File: src/rtl/rsa_pkg.sv
// Shared definitions for the RSA arithmetic blocks: the Montgomery
// multiplier state encoding.
package rsa_pkg;

    typedef enum logic [1:0] {
        IDLE = 2'd0,
        CALC = 2'd1,
        SUB  = 2'd2,
        DONE = 2'd3
    } state_t;

endpackage

File: src/rtl/mmm_core.sv
// Bit-serial radix-2 Montgomery multiplier: p = a*b*2^-WIDTH mod m, one bit of
// a per enabled cycle, followed by a single conditional subtraction.
module mmm_core
    import rsa_pkg::*;
#(
    parameter int WIDTH = 8
) (
    input  logic             clk,
    input  logic             rstb,
    input  logic             ena,
    input  logic             start,
    input  logic [WIDTH-1:0] a,
    input  logic [WIDTH-1:0] b,
    input  logic [WIDTH-1:0] m,
    output logic [WIDTH-1:0] p,
    output logic             busy,
    output logic             done
);

    localparam int              CW   = $clog2(WIDTH) + 1;
    localparam int              AW   = WIDTH + 2;
    localparam logic [CW-1:0]   LAST = CW'(WIDTH - 1);

    state_t           state_q, state_d;
    logic [WIDTH-1:0] a_sh_q, a_sh_d;
    logic [WIDTH-1:0] b_q, b_d;
    logic [WIDTH-1:0] m_q, m_d;
    logic [AW-1:0]    acc_q, acc_d;
    logic [CW-1:0]    cnt_q, cnt_d;
    logic [WIDTH-1:0] p_q, p_d;

    logic [AW-1:0]    sum_u;
    logic [AW-1:0]    sum_red;

    // acc < 2*m on entry, so the difference always fits back into WIDTH bits.
    function automatic logic [WIDTH-1:0] final_sub(input logic [AW-1:0] acc_v,
                                                   input logic [WIDTH-1:0] m_v);
        logic [AW-1:0] m_ext;
        logic [AW-1:0] r;
        m_ext = {2'b00, m_v};
        r     = (acc_v >= m_ext) ? (acc_v - m_ext) : acc_v;
        return WIDTH'(r);
    endfunction

    always_comb begin
        sum_u   = acc_q + (a_sh_q[0] ? {2'b00, b_q} : '0);
        // Adding m when u is odd makes the sum even, so the shift is exact.
        sum_red = sum_u + (sum_u[0] ? {2'b00, m_q} : '0);
    end

    always_comb begin
        state_d = state_q;
        a_sh_d  = a_sh_q;
        b_d     = b_q;
        m_d     = m_q;
        acc_d   = acc_q;
        cnt_d   = cnt_q;
        p_d     = p_q;

        if (ena) begin
            case (state_q)
                IDLE: begin
                    if (start) begin
                        a_sh_d  = a;
                        b_d     = b;
                        m_d     = m;
                        acc_d   = '0;
                        cnt_d   = '0;
                        state_d = CALC;
                    end
                end
                CALC: begin
                    acc_d  = sum_red >> 1;
                    a_sh_d = a_sh_q >> 1;
                    cnt_d  = cnt_q + CW'(1);
                    if (cnt_q == LAST) begin
                        state_d = SUB;
                    end
                end
                SUB: begin
                    p_d     = final_sub(acc_q, m_q);
                    state_d = DONE;
                end
                DONE: begin
                    state_d = IDLE;
                end
                default: begin
                    state_d = IDLE;
                end
            endcase
        end
    end

    always_ff @(posedge clk) begin
        if (!rstb) begin
            state_q <= IDLE;
            a_sh_q  <= '0;
            b_q     <= '0;
            m_q     <= '0;
            acc_q   <= '0;
            cnt_q   <= '0;
            p_q     <= '0;
        end else begin
            state_q <= state_d;
            a_sh_q  <= a_sh_d;
            b_q     <= b_d;
            m_q     <= m_d;
            acc_q   <= acc_d;
            cnt_q   <= cnt_d;
            p_q     <= p_d;
        end
    end

    assign p    = p_q;
    assign busy = (state_q == CALC) || (state_q == SUB);
    assign done = (state_q == DONE);

endmodule

File: config.mk
export PLATFORM = sky130hd
export DESIGN_NAME = mmm_core
export DESIGN_NICKNAME = d
export VERILOG_FILES = /design/src/rtl/rsa_pkg.sv /design/src/rtl/mmm_core.sv
export SDC_FILE = /design/constraint.sdc
export NUM_CORES = 1
export LEC_CHECK = 0
export ABC_AREA = 1
export BUFFER_PORTS_ARGS = -buffer_cell sky130_fd_sc_hd__buf_2
export CORE_AREA = 2 2 59 117
export CTS_CLUSTER_DIAMETER = 80
export DETAILED_ROUTE_END_ITERATION = 8
export DIE_AREA = 0 0 61 119
export PLACE_DENSITY = 0.73
export SLEW_MARGIN = 10
export SYNTH_ARGS = -nofsm -noshare
export SYNTH_HDL_FRONTEND = slang
export SYNTH_SLANG_ARGS = --single-unit
export TNS_END_PERCENT = 30
File: constraint.sdc
create_clock -name clk -period 4.6 [get_ports clk]
set_clock_uncertainty 0.1 [all_clocks]
set_input_delay 0.23 -clock clk [delete_from_list [all_inputs] [get_ports clk]]
set_output_delay 0.23 -clock clk [all_outputs]
set_load 0.02 [all_outputs]
== Yosys cells after proc, flatten, opt, wreduce, memory -nomap -nowiden ==
Index checks and enable logic that the tools add are counted.

* Register bits after elaboration: 48
* Input bits: 28

* Add/sub/neg operators: 4
* Order comparisons: 1
* Equal/unequal tests: 6
* Mux-type cells: 12
* Reduce and logical (&&, ||, !) cells: 7

{| class="wikitable"
|+ Operator list
! kind !! number
|-
| 8-bit two-way mux || 4
|-
| 10-bit by 8-bit adder with 10-bit output || 2
|-
| 10-bit case mux with 2 select lines || 1
|-
| 8-bit case mux with 2 select lines || 1
|-
| 10-bit by 8-bit greater-or-equal comparator with 1-bit output || 1
|-
| 10-bit two-way mux || 1
|-
| 3-bit AND reduction || 3
|-
| 2-bit case mux with 4 select lines || 1
|-
| 4-bit case mux with 2 select lines || 1
|-
| 8-bit subtractor || 1
|-
| 4-bit by 1-bit adder with 4-bit output, second input constant || 1
|-
| 2-bit == test, second input constant || 2
|-
| 4-bit by 3-bit == test with 1-bit output, second input constant || 1
|-
| 2-bit two-way mux || 2
|-
| 4-bit two-way mux || 1
|-
| 2-bit inequality test, second input constant || 2
|-
| 2-bit by 1-bit == test with 1-bit output, second input constant || 1
|-
| 2-bit logical NOT || 1
|-
| 2-bit AND reduction || 1
|-
| 2-bit nonzero test || 1
|-
| 1-bit logical OR || 1
|}

== Longest topological paths before layout ==
Gate-level depths: netlist (run 1).

* Depth after elaboration: 5
* Mapped depth: 22
* Depth with buffers taken out: 21

== Least setup slack after synthesis (run 1) ==
Ideal clock, no wire load.

* Kind: reg2reg
* From: register a_sh_q[0]
* To: register acc_q[6]
* Library setup time: 0.132 ns
* Arrival: 2.703 ns
* Data required time: 4.368 ns
* Slack: 1.665 ns
* Cell stages (with the launch flop): 20
* Path buffers: 1
* Period minus slack after synthesis: 2.935 ns
* Cell sequence: dfxtp_1 clkbuf_1 nand2_1 inv_1 ha_1 inv_1 fa_1 inv_1 nand3_1 nand2_1 a31oi_1 xnor2_1 ha_1 nand2_1 inv_1 a21oi_1 nand2_1 or2_2 nand3_1 a21oi_1

* Word-level cells in the longest chain between the ends: 5

{| class="wikitable"
|+ Ends and longest elaborated chain
! item !! RTL line !! text
|-
| from (decl) || mmm_core.sv:25 || <nowiki>logic [WIDTH-1:0] a_sh_q, a_sh_d;</nowiki>
|-
| from (signal assigned) || mmm_core.sv:105 || <nowiki>a_sh_q <= a_sh_d;</nowiki>
|-
| 8-bit two-way mux * || mmm_core.sv:46 || <nowiki>sum_u = acc_q + (a_sh_q[0] ? {2'b00, b_q} : '0);</nowiki>
|-
| 10-bit by 8-bit adder with 10-bit output * || mmm_core.sv:46 ||
|-
| 8-bit two-way mux || mmm_core.sv:48 || <nowiki>sum_red = sum_u + (sum_u[0] ? {2'b00, m_q} : '0);</nowiki>
|-
| 10-bit by 8-bit adder with 10-bit output * || mmm_core.sv:48 ||
|-
| 10-bit case mux with 2 select lines * || mmm_core.sv:61 || <nowiki>case (state_q)</nowiki>
|-
| to (signal assigned) || mmm_core.sv:100 || <nowiki>acc_q <= '0;</nowiki>
|-
| to (signal assigned) || mmm_core.sv:108 || <nowiki>acc_q <= acc_d;</nowiki>
|-
| to (decl) || mmm_core.sv:28 || <nowiki>logic [AW-1:0] acc_q, acc_d;</nowiki>
|}

Every way passes the cells marked *; elsewhere a longest branch is shown, timed or not.
A chain may end at the register's enable or synchronous reset.

== Worst setup path in the final report (run 1) ==
Same ends and word-level chain as after synthesis.

==> metrics.md, run 1 <==
| Metric | Value |
|---|---|
| Slowest-stage cell, CP | `dfxtp_1` |
| Sequential area share after synthesis | `29.1%` |
| Clock transition at path regs | `0.06 ns` |
| Fill cells | `660` |
| TNS Setup | `0 ns` |
| Clock tree root buffer cell | `clkbuf_16` |
| Max cap viols | `0` |
| Maximum clock path buffer count | `2` |
| Crit-path max FO | `9` |
| WP data required | `4.64 ns` |
| Count of cell types in the netlist | `34` |
| Via density per instance | `about 5.0` |
| Most common cell after layout, fill and taps aside | `nand2_1` |
| F_max | `325 MHz` |
| First-pass GRT wire length | `12,200 µm` |
| Post-CTS Resized | `0` |
| Placer Congestion | `0.909` |
| Post-synthesis register bit count | `47` |
| Antenna Nets Post-Route | `0` |
| Layout Cells excl Fill | `a little under 600` |
| Most frequent cells in the layout | `134 x nand2_1, 57 x inv_1, 50 x a21oi_1` |
| Synthesized instance count | `463` |
| RSZ-0062 raised after global routing | `no` |
| CP Class | `flip-flop to flip-flop` |
| H-Tree Depth | `2` |
| Worst-path cell chain | `nand2_1 -> inv_1 -> ha_1 -> inv_1 -> fa_1 -> inv_1 -> nand3_1 -> nand2_1 -> a31oi_1 -> xnor2_1 -> ha_1 -> nand2_1 -> inv_1 -> a21oi_1 -> nand2_1 -> or2_2 -> nand3_1 -> a21oi_1` |
| CP Launch Type | `flip-flop` |
| Drt first pass iters | `4` |
| R2r startpoint | `a_sh_q[0]` |
| Die area | `7260 µm²` |
| Syn. warnings | `0` |
| Pin count of the biggest net entering global routing | `32` |
| Static Leak | `1.80 nW` |
| Status | `finished, final reports clean` |
| Die width | `61 µm` |
| Row cnt | `42` |
| CTS tree | `done` |
| Post-CTS repair timing setup buffer count | `0` |
| Nets | `552` |
| Peak VDD IR | `around 290 µV` |
| Clk sinks | `47` |
| Largest stage delay, worst path | `0.46 ns` |
| Remaining DRCs | `0` |
| Syn Nets | `523` |
| Worst slew margin | `27.9%` |
| Synth Cell Area | `3230 µm²` |
| Worst setup path startpoint | `a_sh_q[0]` |
| Syn_area_per_cell | `6.98 µm²` |
| Vias in the first global route | `2,681` |
| DR WL/cell | `12.4 µm` |
| Gr usage total | `22.1%` |
| I/O pin total | `38` |
| Vias | `2,918` |
| Number of port buffers | `37` |
| # hold bufs at CTS | `0` |
| Fin. Hold Viols | `0` |
| Layout cells sized above 1 | `16.6%` |
| Clock Latency Late Sink | `~0.3 ns` |
| Routed WL | `around 7200 µm` |
| Power Dens Cells | `314 nW/µm²` |
| Fraction of the mapped netlist area in simple logic gates | `27.3%` |
| DR iter-0 viols | `150` |
| XOR/XNOR Fraction of Synth Area | `3.52%` |
| Core Area | `6460 µm²` |
| Fin. max-slew vios | `0` |
| Final setup fails | `0` |
| Cts bufs inserted | `5` |
| Placed cells | `573` |
| Synth Area in Compound Gates | `between 10% and 20%` |
| Area growth syn-to-layout | `10.6%` |
| Largest family of logic cells by synthesized area | `simple AND/OR/NAND/NOR gates` |
| Fin crit period | `3.08 ns` |
| Initial Utilization | `50.0%` |
| Worst EP arrival | `3.11 ns` |
| Diode count | `0` |
| Initial antenna violation count | `0` |
| Crit end category | `flip-flop` |
| Die Ht | `between 100 and 150 µm` |
| Total gr overflow | `0` |
| Area share of fa/ha/maj cells after synthesis | `13.1%` |
| HPWL Detailed | `5610 µm` |
| Mux cell area share after synthesis | `0%` |
| Least-Margin Pin Slew | `1.08 ns` |
| Hold_sp | `b[2]` |
| Min-delay worst type | `primary input to flip-flop` |
| Period Utilization, post-route | `66.9%` |
-- synthesized netlist by cell type (all sizes together) --
cell | instances | share of area, %
ha | 29 | 11
a211oi | 2 | 0.46
buf | 7 | 1.8
a21oi | 56 | 9.4
nor2 | 22 | 3.3
and2 | 1 | 0.19
fa | 3 | 1.9
a31oi | 11 | 2.1
inv | 63 | 7.3
or2 | 5 | 0.97
nand4 | 1 | 0.66
dfxtp | 47 | 29
xnor2 | 5 | 1.4
nand3 | 25 | 4.3
o21a | 1 | 0.23
o211ai | 4 | 1.5
xor2 | 8 | 2.2
nand2 | 143 | 17
o21ai | 20 | 3.2
nor3 | 1 | 0.15
nor3b | 1 | 0.39
clkbuf | 8 | 0.93
-- final timing paths --
path,endpoint,slack (ns),depth (start not counted)
worst max register to register,acc_q[6],1.52,18
worst max-delay path,acc_q[6],1.52,18
worst min-delay path,b_q[2],0.08,3
worst min register to register,p[6],0.36,2
-- metrics by stage --
stage | utilization (%) | hold slack, ns | instance area [µm²] | setup WS [ns] | total power (W)
floorplan | - | 0.268 | 3230 | 1.67 | 0.000726
global placement | 53.2 | 0.352 | 3440 | 1.59 | 0.000764
detailed placement | 53.2 | 0.357 | 3440 | 1.51 | 0.000771
CTS | 55.3 | 0.0727 | 3580 | 1.50 | 0.00113
global route | 55.3 | 0.0837 | 3580 | 1.15 | 0.00119
finish | 55.3 | 0.0758 | 3580 | 1.52 | 0.00112
-- flip-flops by register name, indices dropped and copies added (netlist names) --
register,cells
a_sh_q,8
b_q,8
acc_q,9
state_q,2
m_q,8
cnt_q,4
p,8
-- layout make-up --
cell class | count | area (µm²) | area share (%)
clock buffer | 7 | 133 | 3.71
clock inverter | 1 | 5.00 | 0.140
inverter | 63 | 236 | 6.61
multi-input combinational | 338 | 1970 | 55.0
sequential | 47 | 941 | 26.3
tap | 88 | 110 | 3.08
timing repair buffer | 37 | 185 | 5.18
-- metal layers --
metal / wire length (µm) / part of all wire, % / global-route usage (%) / up-vias
met1: 3120 / 43 / 27.4 / 1309
met2: 3690 / 51 / 36.5 / 49
met5: 0 / 0 / 0 / -
met4: 182 / 2.5 / 9.10 / 0
met3: 209 / 2.9 / 3.58 / 10
li1: - / - / - / 1550
-- cell families after synthesis --
logic type      Yosys count
buf+inv                  78
xor+xnor                 13
flops                    47
fa+ha+maj                32
compound gates           94
simple gates            199
-- worst max-delay path: cells and delay by family, from the launching register on --
family / cells / cell delay, ns
compound gates: 3 / 0.29
xor+xnor: 1 / 0.14
fa+ha+maj: 3 / 0.94
buf+inv: 4 / 0.24
flops: 1 / 0.46
simple gates: 7 / 0.76
-- where the power goes --
group / switching [W] / internal, W / leakage (nW) / total [W]
Combinational: 0.000196 / 0.000107 / 1.35 / 0.000302
Sequential: 0.0000203 / 0.000440 / 0.383 / 0.000460
Clock: 0.000159 / 0.000201 / 0.0679 / 0.000360
No activity file was read; power rests on OpenSTA's default activity.
==> run 2: changes to the inputs <==
--- a/config.mk
+++ b/config.mk
@@ -5,12 +5,12 @@
 export SDC_FILE = /design/constraint.sdc
 export NUM_CORES = 1
 export LEC_CHECK = 0
-export ABC_AREA = 1
+export ABC_AREA = 0
 export BUFFER_PORTS_ARGS = -buffer_cell sky130_fd_sc_hd__buf_2
-export CORE_AREA = 2 2 59 117
+export CORE_AREA = 2 2 57 113
 export CTS_CLUSTER_DIAMETER = 80
 export DETAILED_ROUTE_END_ITERATION = 8
-export DIE_AREA = 0 0 61 119
+export DIE_AREA = 0 0 59 115
 export PLACE_DENSITY = 0.73
 export SLEW_MARGIN = 10
 export SYNTH_ARGS = -nofsm -noshare
==> constraint.sdc (replaced) <==
create_clock -name clk -period 3 [get_ports clk]
set_clock_uncertainty 0.1 [all_clocks]
set_input_delay 0.15 -clock clk [delete_from_list [all_inputs] [get_ports clk]]
set_output_delay 0.15 -clock clk [all_outputs]
set_load 0.02 [all_outputs]
==> run 2 against run 1 <==
Against the previous run:
- the flow now finishes with violations (setup timing)
- die area is 6.5% lower
- global-route usage is 0.85 points higher
- register-to-register slack worse by 1.6 ns
- synthesized area down 7.6%
- fmax rose by 0.89%
- synthesized cell count fell by 20%
- first-iteration DRC count shrank 11%
- critical path depth down 2
- core utilization up 7.3 points
- sequential share of layout area is 0.79 points lower
- routed wire length grew 7.6%
- via count fell by 1.9%
==> metrics.md, run 2 <==
| Metric | Value |
|---|---|
| Cts bufs inserted | `5` |
| Routed WL | `7750 µm` |
| Min-delay worst type | `primary input to flip-flop` |
| Peak VDD IR | `approximately 390 µV` |
| Core Area | `roughly 5900 µm²` |
| Clk sinks | `between 40 and 50` |
| Syn Nets | `430` |
| Nets | `481` |
| Status | `complete, but fails checks` |
| HPWL Detailed | `5180 µm` |
| Buf/Inv on CP | `1` |
| Top cell type's share of synthesized area | `a little under a third` |
| Crit path depth | `16` |
| Most common cell after layout, fill and taps aside | `nand2_1` |
| Layout cells sized above 1 | `between 20% and 30%` |
| Initial Utilization | `50.6%` |
| I/O pin total | `38` |
| WP data required | `slightly above 3 ns` |
| Row cnt | `40` |
| Violated checks | `setup timing` |
| F_max | `328 MHz` |
| Reg2Reg Depth | `16` |
| Crit-path max FO | `4` |
| Drt first pass iters | `5` |
| Count of cell types in the netlist | `42` |
| H-Tree Depth | `2` |
| Worst slew margin | `between 50% and 60%` |
| Fin crit period | `about 3.0 ns` |
| Commonest cells post-synth | `52 x nand2_1, 47 x dfxtp_1, 41 x a21oi_1` |
| Period Utilization, post-route | `102%` |
| Vias | `2,862` |
| DR WL/cell | `16.0 µm` |
| Syn_area_per_cell | `roughly 8 µm²` |
| Biggest register | `acc_q` |
| Die Ht | `115 µm` |
| Fin. Hold Viols | `0` |
| CTS tree | `done` |
| Gr usage total | `between 20% and 30%` |
| Top Metal Used | `met4` |
| Area growth syn-to-layout | `23.8%` |
| Maximum clock path buffer count | `2` |
| WL met2 | `4200 µm` |
| Cell family with most CP delay | `compound AO/OA/AOI/OAI gates` |
| Yosys top cell by area | `dfxtp_1` |
| Diode count | `0` |
| Synth Flop Type | `dfxtp_1` |
| Fill cells | `487` |
| Die width | `between 50 and 60 µm` |
| Worst EP arrival | `3.13 ns` |
| WL met3 | `353 µm` |
| Most common cell in the netlist | `nand2_1` |
| Post-Place Worst Slack | `-0.113 ns` |
| Max cap viols | `0` |
| Static Leak | `around 1.6 nW` |
| R2R setup slack | `-0.05 ns` |
| Top area cells in the synthesized netlist | `dfxtp_1 32%, ha_1 12%, a21oi_1 6.9%` |
| Fin. max-slew vios | `0` |
| CP Class | `flip-flop to flip-flop` |
| Total gr overflow | `0` |
| RR Endpoint | `acc_q[8]` |
| Final setup fails | `2` |
| First-pass GRT wire length | `12,300 µm` |
| Vias in the first global route | `2,743` |
| Sequential area share after synthesis | `31.5%` |
| Remaining DRCs | `0` |
| Largest stage delay, worst path | `between 0.3 and 0.4 ns` |
| Synthesized instance count | `between 300 and 400` |
| Worst-path cell chain | `nand2_2 -> inv_1 -> ha_1 -> a21o_1 -> a21o_1 -> a21oi_2 -> o21ai_2 -> a21oi_2 -> xnor2_1 -> ha_1 -> and3_1 -> a21oi_2 -> o21ai_2 -> o21ai_2 -> xor2_1 -> o21ai_1` |
| Most frequent cells in the layout | `50 x nand2_1, 45 x dfxtp_1, 37 x buf_2` |
| Antenna Nets Post-Route | `0` |
| Hold Crit Depth | `3` |
| Overall Power | `0.00160 W` |
| Clock transition at path regs | `0.07 ns` |
| RSZ-0062 raised after global routing | `yes` |
| Final worst slack | `-0.0496 ns` |
| R2r startpoint | `a_sh_q[0]` |
| Synth async-reset ratio | `0%` |
| Syn. warnings | `0` |
| Slowest-stage cell, CP | `dfxtp_2` |
| Clock tree root buffer cell | `clkbuf_16` |
| WL met1 | `2990 µm` |
| Crit end category | `flip-flop` |
| Die area | `around 6800 µm²` |
| Number of flops mapped to enable cells by yosys | `0` |
| Via density per instance | `slightly below 6` |
| Synth Cell Area | `2990 µm²` |
| Pin count of the biggest net entering global routing | `34` |
| DR iter-0 viols | `134` |
| Clock Latency Late Sink | `roughly 0.29 ns` |
| Least-Margin Pin Slew | `0.723 ns` |
| CP Launch Type | `flip-flop` |
| Hold_sp | `m[4]` |
| Post-synthesis register bit count | `47` |
| Largest register FFs | `9` |
| Power Dens Cells | `~430 nW/µm²` |
| Placer Congestion | `0.933` |
| Number of port buffers | `37` |
| Hold Crit Endpoint | `m_q[4]` |
| Initial antenna violation count | `0` |
==> run 2: through the flow <==
stage	utilization, %	hold slack, ns	cells	TNS [ns]	instance area (µm²)
global placement	54.9	0.289	462	0	3240
floorplan	-	0.186	370	0	2990
finish	62.6	0.00269	485	-0.0551	3700
global route	62.6	0.00637	485	-0.550	3700
detailed placement	54.9	0.298	462	-0.180	3240
CTS	59.6	0.000196	479	-0.00641	3520
==> run 2: kinds of logic after synthesis <==
kind of cell | Yosys count | synth area share [%]
DFF | 47 | 31.5
AOI/OAI and AO/OA | 89 | 18.7
muxes | 13 | 4.36
and+or+nand+nor | 135 | 21.1
buffers and inverters | 34 | 4.36
adders and majority gates | 32 | 14.2
xor gates and xnor gates | 20 | 5.87
==> run 2: worst max-delay path by stage <==
stage | startpoint | end | slack [ns]
4_1_cts | a_sh_q[0] | acc_q[8] | -0.006
6_report | a_sh_q[0] | acc_q[8] | -0.05
2_1_floorplan | a_sh_q[0] | acc_q[7] | 0.11
5_1_grt | a_sh_q[0] | acc_q[8] | -0.21
3_5_place_dp | a_sh_q[0] | acc_q[8] | -0.11
3_3_place_gp | a_sh_q[0] | acc_q[7] | 0.07
==> run 2: metal layers <==
layer  vias up  GRT usage, %
met5         -             0
met2       100          41.0
met3        15          3.15
li1       1386             -
met4         0          10.3
met1      1361          26.1
==> run 2: report_power, final <==
part	leakage, nW	switching [W]	internal, W	total (W)
clock	0.0838	0.000247	0.000393	0.000640
combinational	1.16	0.000165	0.000118	0.000283
sequential	0.383	0.0000207	0.000653	0.000674
total	1.63	0.000432	0.00116	0.00160
==> run 2: timing repair <==
action                                 in CTS  in global routing
hold buffers                                5                  0
setup endpoints to repair                   2                  4
setup buffers                               4                  6
pin swaps                                   8                 25
endpoints found under the hold margin       5                  0
resized for setup                           8                 33
==> run 2: cell type report <==
| type | instances | area, µm² | area share (%) |
|---|---|---|---|
| tap | 63 | 78.8 | 2.13 |
| clock buffer | 5 | 125 | 3.39 |
| multi-input combinational | 289 | 2060 | 55.8 |
| inverter | 19 | 71.3 | 1.93 |
| clock inverter | 3 | 43.8 | 1.18 |
| sequential | 47 | 943 | 25.5 |
| timing repair buffer | 59 | 370 | 10.0 |
==> run 2: worst reg2reg max path: cells and delay by family (launching register included) <==
kind	cells	cell delay, ns
xor gates and xnor gates	2	0.36
AOI/OAI and AO/OA	9	1.27
adders and majority gates	2	0.59
buffers and inverters	1	0.05
and+or+nand+nor	2	0.25
DFF	1	0.34
==> run 3: changes to the inputs <==
--- a/config.mk
+++ b/config.mk
@@ -11,7 +11,8 @@
 export CTS_CLUSTER_DIAMETER = 80
 export DETAILED_ROUTE_END_ITERATION = 8
 export DIE_AREA = 0 0 59 115
-export PLACE_DENSITY = 0.73
+export PLACE_DENSITY = 0.74
+export REMOVE_ABC_BUFFERS = 1
 export SLEW_MARGIN = 10
 export SYNTH_ARGS = -nofsm -noshare
 export SYNTH_HDL_FRONTEND = slang
==> constraint.sdc (replaced) <==
create_clock -name clk -period 3 [get_ports clk]
set_clock_uncertainty 0.1 [all_clocks]
set_input_delay 0.15 -clock clk [delete_from_list [all_inputs] [get_ports clk]]
set_output_delay 0.15 -clock clk [all_outputs]
set_load 0.05 [all_outputs]
==> run 3 against run 2 <==
Against the previous run:
- the flow now finishes without violations
- sequential power barely moved
- hold slack got worse by 0.0011 ns
- register-to-register slack improved by 0.16 ns
- sequential share of layout area rose by 0.73 points
- combinational power rose by 2%
- critical endpoint unchanged
- largest power group unchanged
- highest routed layer unchanged
==> metrics.md, run 3 (same netlist as run 2, synthesis figures left out) <==
| Metric | Value |
|---|---|
| Status | `finished, final reports clean` |
| Number of port buffers | `37` |
| Row cnt | `40` |
| Multi-input gate area | `2010 µm²` |
| Post-Place Worst Slack | `-0.111 ns` |
| WP data required | `~3 ns` |
| Clock transition at path regs | `0.07 ns` |
| Total gr overflow | `0` |
| Final worst slack | `0.114 ns` |
| Worst EP arrival | `2.97 ns` |
| HPWL Detailed | `between 5000 and 6000 µm` |
| Power Dens Cells | `418 nW/µm²` |
| Die area | `roughly 6800 µm²` |
| Remaining DRCs | `0` |
| Most common cell after layout, fill and taps aside | `nand2_1` |
| Antenna Nets Post-Route | `0` |
| Biggest register | `acc_q` |
| Max cap viols | `0` |
| Most frequent cells in the layout | `51 x nand2_1, 45 x dfxtp_1, 37 x buf_2` |
| Crit-path max FO | `3` |
| Nets | `480` |
| DR iter-0 viols | `96` |
| Static Leak | `1.58 nW` |
| Vias | `approximately 2,800` |
| Overall Power | `~0.0015 W` |
| Area occupied by registers | `943 µm²` |
| Fin crit period | `roughly 2.9 ns` |
| Via density per instance | `5.69` |
| Initial antenna violation count | `0` |
| Area growth syn-to-layout | `20.3%` |
| Diode count | `0` |
| H-Tree Depth | `2` |
| Placer Congestion | `0.865` |
| Min-delay worst type | `primary input to flip-flop` |
| Clk sinks | `between 40 and 50` |
| Die width | `roughly 59 µm` |
| CP Launch Type | `flip-flop` |
| TNS Setup | `0 ns` |
| CTS tree | `done` |
| Final instance area | `roughly 3600 µm²` |
| Initial Utilization | `approximately 51%` |
| Drt first pass iters | `4` |
| Clock Latency Late Sink | `0.29 ns` |
| Fin. Hold Viols | `0` |
| F_max | `around 350 MHz` |
| Placed cells | `463` |
| First-pass GRT wire length | `between 10,000 and 15,000 µm` |
| Largest register FFs | `9` |
| I/O pin total | `38` |
| Pin count of the biggest net entering global routing | `29` |
| Worst slew margin | `50.8%` |
| Gr usage total | `20.8%` |
| Crit end category | `flip-flop` |
| Fill cells | `510` |
| Layout Cells excl Fill | `484` |
| DR WL/cell | `roughly 15 µm` |
| Maximum clock path buffer count | `2` |
| Clock tree root buffer cell | `clkbuf_16` |
| Final setup fails | `0` |
| Peak VDD IR | `293 µV` |
| CP Class | `flip-flop to flip-flop` |
| Fin. max-slew vios | `0` |
| Cts bufs inserted | `5` |
| Die Ht | `between 100 and 150 µm` |
| Routed WL | `about 7000 µm` |
| Period Utilization, post-route | `~96%` |
| Least-Margin Pin Slew | `0.738 ns` |
| Core Area | `5910 µm²` |
| Area after DPL | `3250 µm²` |
| Layout cells sized above 1 | `21.9%` |
| Vias in the first global route | `2,654` |
run 3: per-stage QoR:
| step | utilization [%] | hold WS, ns |
|---|---|---|
| 2_1_floorplan | - | 0.186 |
| 3_3_place_gp | 55.1 | 0.289 |
| 3_5_place_dp | 55.1 | 0.296 |
| 4_1_cts | 58.4 | 0.000755 |
| 5_1_grt | 60.8 | 0.0133 |
| 6_report | 60.8 | 0.00164 |
run 3: timing repair:
action | in CTS | in global routing
endpoints found under the setup margin | 2 | 3
hold buffers | 2 | 0
resized for setup | 4 | 23
gates cloned | 0 | 0
hold endpoints to repair | 2 | 0
pin swaps | 2 | 23
setup buffers | 3 | 8
run 3: power by group:
part	leakage [nW]	internal, W	switching, W
registers	0.383	0.000654	0.0000197
logic	1.13	0.000116	0.000174
clock network	0.0669	0.000308	0.000232
run 3: worst paths after layout:
kind	slack [ns]	depth (start not counted)	endpoint	startpoint
setup / recovery	0.11	13	acc_q[8]	a_sh_q[0]
setup reg to reg	0.11	13	acc_q[8]	a_sh_q[0]
hold / removal	0.002	3	m_q[6]	m[6]
hold reg to reg	0.35	2	b_q[3]	b_q[3]
run 3: critical path, stage by stage (launching register included):
cell	delay, ns
dfxtp_2	0.35
and2_4	0.15
ha_4	0.12
inv_2	0.04
fa_2	0.52
inv_1	0.07
ha_1	0.28
a31o_1	0.21
a21oi_1	0.23
o21a_1	0.23
o21ai_2	0.09
o21ai_1	0.16
xor2_1	0.16
o21ai_1	0.06
run 3: area by class of cell:
cell class | instances | area share, %
clock inverters | 2 | 0.348
inverters | 19 | 1.98
repair buffers | 58 | 9.78
clock buffers | 6 | 3.59
well taps | 63 | 2.19
flip-flops and latches | 47 | 26.3
multi-input cells | 289 | 55.8
run 3: per-layer routing:
layer  share of wire [%]  up-vias  global-route usage (%)
li1                    -     1391                       -
met1                  40     1269                    23.0
met2                  54       76                    37.9
met3                 3.4       20                    3.49
met4                 2.8        0                    8.48
met5                   0        -                       0
